--- src/rtl/fetch.sv ---
// IF stage: owns the PC, issues instruction-bus requests and hands {valid, instr, pc} to decode
// through a one-entry skid buffer. Define FETCH_PERF_CNT_EN to add the fetch_cnt output.
package fetch_pkg;
    typedef struct packed {
        logic        valid;
        logic [31:0] raw_instr;
        logic [63:0] pc_now;
    } data_fetch_t;

    typedef enum logic {
        S_REQ     = 1'b0,
        S_DISCARD = 1'b1
    } fetch_state_e;
endpackage

module fetch
    import fetch_pkg::*;
#(
    parameter logic [63:0] PC_RESET = 64'h8000_0000
) (
    input  logic         clk,
    input  logic         reset,
    output logic         ireq_valid,
    output logic [63:0]  ireq_addr,
    input  logic         iresp_data_ok,
    input  logic [31:0]  iresp_data,
    input  logic         stall,
    input  logic         branch,
    input  logic [63:0]  branch_target,
    output data_fetch_t  data_f,
`ifdef FETCH_PERF_CNT_EN
    output logic [63:0]  fetch_cnt,
`endif
    output fetch_state_e dbg_state_o
);

    // Handshake: a request is live while ireq_valid=1; ireq_valid and ireq_addr hold
    // steady until the cycle that also has iresp_data_ok=1, which completes it.

    fetch_state_e state_q, state_d;
    logic [63:0]  pc_q, pc_d;
    logic [63:0]  req_addr_q, req_addr_d;
    data_fetch_t  data_f_q, data_f_d;
    logic         skid_valid_q, skid_valid_d;
    logic [31:0]  skid_instr_q, skid_instr_d;
    logic [63:0]  skid_pc_q, skid_pc_d;
    logic         resp;
    logic         deliver;

    // In DISCARD the wrong-path request is still live and must keep its original address.
    assign ireq_valid  = !reset && ((state_q == S_DISCARD) || !skid_valid_q);
    assign ireq_addr   = (state_q == S_DISCARD) ? req_addr_q : pc_q;
    assign resp        = iresp_data_ok && ireq_valid;
    assign data_f      = data_f_q;
    assign dbg_state_o = state_q;

    always_comb begin
        state_d      = state_q;
        pc_d         = pc_q;
        req_addr_d   = req_addr_q;
        data_f_d     = data_f_q;
        skid_valid_d = skid_valid_q;
        skid_instr_d = skid_instr_q;
        skid_pc_d    = skid_pc_q;
        deliver      = 1'b0;

        if (branch) begin
            data_f_d.valid = 1'b0;
            skid_valid_d   = 1'b0;
            pc_d           = branch_target;
            if (state_q == S_REQ && ireq_valid && !iresp_data_ok) begin
                state_d    = S_DISCARD;
                req_addr_d = pc_q;
            end else if (state_q == S_DISCARD && resp) begin
                state_d = S_REQ;
            end
        end else if (state_q == S_DISCARD) begin
            if (resp) begin
                state_d = S_REQ;
            end
        end else begin
            if (data_f_q.valid && !stall) begin
                data_f_d.valid     = skid_valid_q;
                data_f_d.raw_instr = skid_instr_q;
                data_f_d.pc_now    = skid_pc_q;
                skid_valid_d       = 1'b0;
            end
            // A response can only arrive with the skid empty, so it never collides with a drain.
            if (resp) begin
                deliver = 1'b1;
                pc_d    = pc_q + 64'd4;
                if (!data_f_q.valid || !stall) begin
                    data_f_d.valid     = 1'b1;
                    data_f_d.raw_instr = iresp_data;
                    data_f_d.pc_now    = pc_q;
                end else begin
                    skid_valid_d = 1'b1;
                    skid_instr_d = iresp_data;
                    skid_pc_d    = pc_q;
                end
            end
        end
    end

    always_ff @(posedge clk) begin
        if (reset) begin
            state_q      <= S_REQ;
            pc_q         <= PC_RESET;
            req_addr_q   <= '0;
            data_f_q     <= '0;
            skid_valid_q <= 1'b0;
            skid_instr_q <= '0;
            skid_pc_q    <= '0;
        end else begin
            state_q      <= state_d;
            pc_q         <= pc_d;
            req_addr_q   <= req_addr_d;
            data_f_q     <= data_f_d;
            skid_valid_q <= skid_valid_d;
            skid_instr_q <= skid_instr_d;
            skid_pc_q    <= skid_pc_d;
        end
    end

`ifdef FETCH_PERF_CNT_EN
    logic [63:0] cnt_q, cnt_d;

    assign cnt_d     = deliver ? cnt_q + 64'd1 : cnt_q;
    assign fetch_cnt = cnt_q;

    always_ff @(posedge clk) begin
        if (reset) begin
            cnt_q <= '0;
        end else begin
            cnt_q <= cnt_d;
        end
    end
`else
    logic unused_deliver;
    assign unused_deliver = deliver;
`endif

endmodule

--- config.mk ---
export PLATFORM = sky130hd
export DESIGN_NAME = fetch
export DESIGN_NICKNAME = d
export VERILOG_FILES = /design/src/rtl/fetch.sv
export SDC_FILE = /design/constraint.sdc
export NUM_CORES = 1
export LEC_CHECK = 0
export ABC_AREA = 1
export CAP_MARGIN = 20
export CORE_ASPECT_RATIO = 0.5
export CORE_MARGIN = 1.5
export CORE_UTILIZATION = 53
export DETAILED_ROUTE_END_ITERATION = 10
export PLACE_DENSITY = 0.83
export SETUP_SLACK_MARGIN = 0.2
export SYNTH_ARGS = -nofsm -noshare
export SYNTH_HDL_FRONTEND = slang
export SYNTH_SLANG_ARGS = --single-unit
--- constraint.sdc ---
create_clock -name clk -period 2.3 [get_ports clk]
set_input_delay 0.46 -clock clk [delete_from_list [all_inputs] [get_ports clk]]
set_output_delay 0.46 -clock clk [all_outputs]
set_load 0.1 [all_outputs]
==> After elaboration in Yosys (flattened, before gate mapping) <==
Index checks and enable logic that the tools add are counted.
Widths: inputs -> output; s select.
{ "word_totals": {"output_inout_bits": 163, "ff_bits": 323} }
{ "op_classes": {"n_mux": 15, "n_eq_ne": 2, "n_reduce_logical": 19, "n_bitwise": 3, "addsub": 1} }
{ "op_table": {"columns": ["operator", "count"], "rows": [
  ["$mux 97", 3],
  ["$mux 64", 4],
  ["$add 64x3->64 const B", 1],
  ["$mux 1", 8],
  ["$logic_and 1x1->1", 6],
  ["$reduce_and 2->1", 3],
  ["$logic_not 1->1", 5],
  ["$reduce_and 4->1", 1],
  ["$ne 3x1->1 const B", 1],
  ["$not 1->1", 3],
  ["$logic_or 1x1->1", 2],
  ["$ne 2x2->1 const B", 1],
  ["$reduce_bool 2->1", 1],
  ["$reduce_or 2->1", 1]
]} }

==> Logic depth before layout (Yosys ltp) <==
{ "depth": {"depth_word": 8, "ltp_mapped": 15} }

==> Worst setup path before layout <==
No wires, ideal clock.
{ "synth_timing": {"path_kind": "register to output", "from": "register state_q, in the netlist dbg_state_o", "to": "output port ireq_addr[14]", "path_slack_ns": -1.930, "required_time_ns": 1.840, "path_stages_with_launch": 6, "arrival_time_ns": 3.770, "path_cell_list": "dfxtp_1 buf_4 inv_2 clkbuf_1 clkbuf_1 o21ai_0"} }
{ "synth_between": {"elab_chain_len": 1} }
{ "synth_rtl": {"columns": ["item", "line", "rtl"], "rows": [
  ["start, declared", "40", "fetch_state_e state_q, state_d;"],
  ["start signal, assigned", "115", "state_q <= state_d;"],
  ["$mux 64", "52", "assign ireq_addr = (state_q == S_DISCARD) ? req_addr_q : pc_q;"],
  ["end, declared", "24", "output logic [63:0] ireq_addr,"]
]} }
No other way between the ends.

==> Final worst setup path <==
{ "layout_timing": {"from": "register state_q, in the netlist dbg_state_o", "to": "output port ireq_addr[41]"} }
Same word-level chain as after synthesis.

==> results.md <==
* R2R setup slack at 0.23 ns
* Avg Synthesized Cell Area at 6.95 um2
* CP max stage delay at 0.47 ns
* Antenna violations before repair at 0
* # rows at 42
* Worst-Skew Late Latency at 0.57 ns
* GPL Wtd Cong at 1.05
* Port buffer count at 263
* Peak supply drop at 592 uV
* Relative max-transition margin at 37.5%
* Clock transition at path regs at 0.07 ns
* Final Hold Vio Count at 0
* Total of max-cap violations at 0
* Max Slew Vio Count at 0
* Total die area at 0.0289 mm2
* FFs w/ async S/R, synth at 0%
* Antenna Cells at 0
* Worst Setup Start Kind: flop
* Max Freq at 457 MHz
* CP arrival at 1.73 ns
* All-Layer GR Usage at 37.9%
* DRT Pass-1 Iters at 8
* Unrepaired setup endpoints after global routing: true
* TritonCTS clock tree: built
* I/O Pins at 264
* Max Clock Skew at 0.0153 ns
* Post-synth top area share at 43.8%
* TritonCTS buffer count at 27
* Post-route minimum period at 2.19 ns
* Largest net degree at the start of global routing at 213
* PD cells at 698 mW/mm2
* Core Region at 0.0269 mm2
* FILL cells at 1944
* Root Driver: clkbuf_16
* Chip height at 121 um
* Sequential cell area fraction in the yosys report at 43.8%
* DRT iter0 DRCs at 2236
* FF+latch count, synth at 323
* Main synth FF type: dfxtp_1
* Synth area leader: dfxtp_1
* Slowest cell on the critical path: dfxtp_4
* DRT antenna net count at 0
* Hold crit path type: in2reg
* Vias/cell at 6.08
* Cts hold-fix bufs at 0
* Post-synthesis cell count at 2127
* Clk sink count at 323
* Post-synth EDFFs at 0
* WL/cell at 21.1 um
* DR vias at 16800
* Maximum buffer depth of the clock tree at 3
* Worst Path Required at 1.84 ns
* Initial Utilization at 54.9%
* WS Path Type: reg2out
* Area grow syn2layout at 40.0%
* Pwr Total at 14.4 mW
* CTS H-Tree Depth at 1
* Vias in the first global route at 15300
* CP Cell Sequence: buf_16 > nand2_1 > o21ai_4 > buf_12
* Synth Cell Area at 0.0148 mm2
* Static leakage at 7.75 nW
* Ranking of synthesized cells by area: dfxtp_1, nand2_1, o21ai_0
* HPWL Detailed at 36400 um
* Critical Path Fanout Max at 28
* Synth Warn # at 0
* Most frequent cells in the layout: nand2_1, dfxtp_1, nor2_1, o21ai_0, a21oi_1
* Setup violators final at 0
* CP Capture Type: output pin
* Layout cell share with drive strength beyond 1 at 17.5%
* Routed WL at 58200 um
* Actual slew at the worst max-slew pin at 0.938 ns
* First-pass GRT wire length at 85600 um
* Leading cell type in the layout, fill and taps excluded: nand2_1
* Outcome: finished, final reports clean
* Die X at 239 um
* Net count, final at 2466
* Sum Neg Setup Slack at 0 ns
* Grt total ovfl at 0
* DRC at 0
* Fin crit share at 95.1%
* Syn Nets at 2229
* Post-synthesis cell type count at 34
[final timing paths]
check / start / endpoint / cells past startpoint
max reg2reg: dbg_state_o / skid_pc_q[20] / 14
min: branch / pc_q[1] / 3
min reg2reg: skid_instr_q[7] / skid_instr_q[7] / 2
max: dbg_state_o / ireq_addr[41] / 4
[sequential cells by signal, summed over array words and instances, names as in the netlist, named ones only]
name          cells
skid_instr_q     32
skid_pc_q        64
dbg_state_o       1
pc_q             64
data_f           97
req_addr_q       64
[cells by family after synthesis]
logic type	Yosys count	share of synthesized area (%)
AOI/OAI and AO/OA	616	22.8
xor gates and xnor gates	16	0.949
adders and majority gates	1	0.0847
buffers and inverters	283	8.07
DFF	323	43.8
and+or+nand+nor	888	24.3
[cells in the mapped netlist, types with 5 or more instances]
library cell  number
buf_2             37
a311oi_1          61
buf_1              9
nor2_1           293
inv_2              7
buf_6              5
o21ai_1           34
dfxtp_1          323
xor2_1            11
a31oi_1           23
o211ai_1           7
a21oi_1          177
o21ai_0          309
inv_1            119
nand3_1          110
nor3_1            15
nand4_1           12
nand2_1          443
xnor2_1            5
clkbuf_1          92
buf_4             12
[per-layer routing]
metal | share of wire [%] | global-route usage [%] | vias to the layer above
met2 | 44 | 58.6 | 1076
met1 | 40 | 52.7 | 7914
li1 | - | - | 7603
met5 | 0 | 0 | -
met4 | 3.4 | 11.6 | 0
met3 | 12 | 8.44 | 171
[area by class of cell]
type	instances	area (um2)	area share, %
Multi-Input combinational cell	1521	7890	38.2
Inverter	128	502	2.43
Sequential cell	323	6480	31.3
Clock buffer	37	815	3.94
Tap cell	374	468	2.26
Clock inverter	12	120	0.581
Timing Repair Buffer	363	4410	21.3
[what timing repair did]
action                                  CTS  global route
pin swaps                                40             8
gates cloned                              9             6
endpoints found under the setup margin   61           178
setup buffers                             3             6
resized for setup                        48            42
[worst max-delay path, delay by kind of cell, from the launching register on]
kind / cells / cell delay [ns]
flip-flops: 1 / 0.47
AND/OR/NAND/NOR: 1 / 0.14
AO/OA/AOI/OAI: 1 / 0.10
buffers and inverters: 2 / 0.40
[power by group]
part           switching (mW)  internal [mW]  leakage [nW]
combinational            2.40           1.07          4.65
clock                    2.25           2.71         0.468
sequential              0.203           5.81          2.63
total                    4.86           9.59          7.75
[per-stage QoR]
| step | hold slack, ns | cells | cell area (um2) | utilization, % | setup WS (ns) |
|---|---|---|---|---|---|
| floorplan | 0.450 | 2127 | 15300 | - | 0.0280 |
| global route | 0.327 | 2758 | 20700 | 76.9 | 0.0728 |
| detailed placement | 0.468 | 2685 | 18800 | 70.0 | -0.105 |
| finish | 0.274 | 2758 | 20700 | 76.9 | 0.113 |
| CTS | 0.274 | 2746 | 20400 | 75.7 | 0.113 |
| global placement | 0.456 | 2685 | 18800 | 70.0 | 0.00683 |
Power figures use the tool's default switching activity.
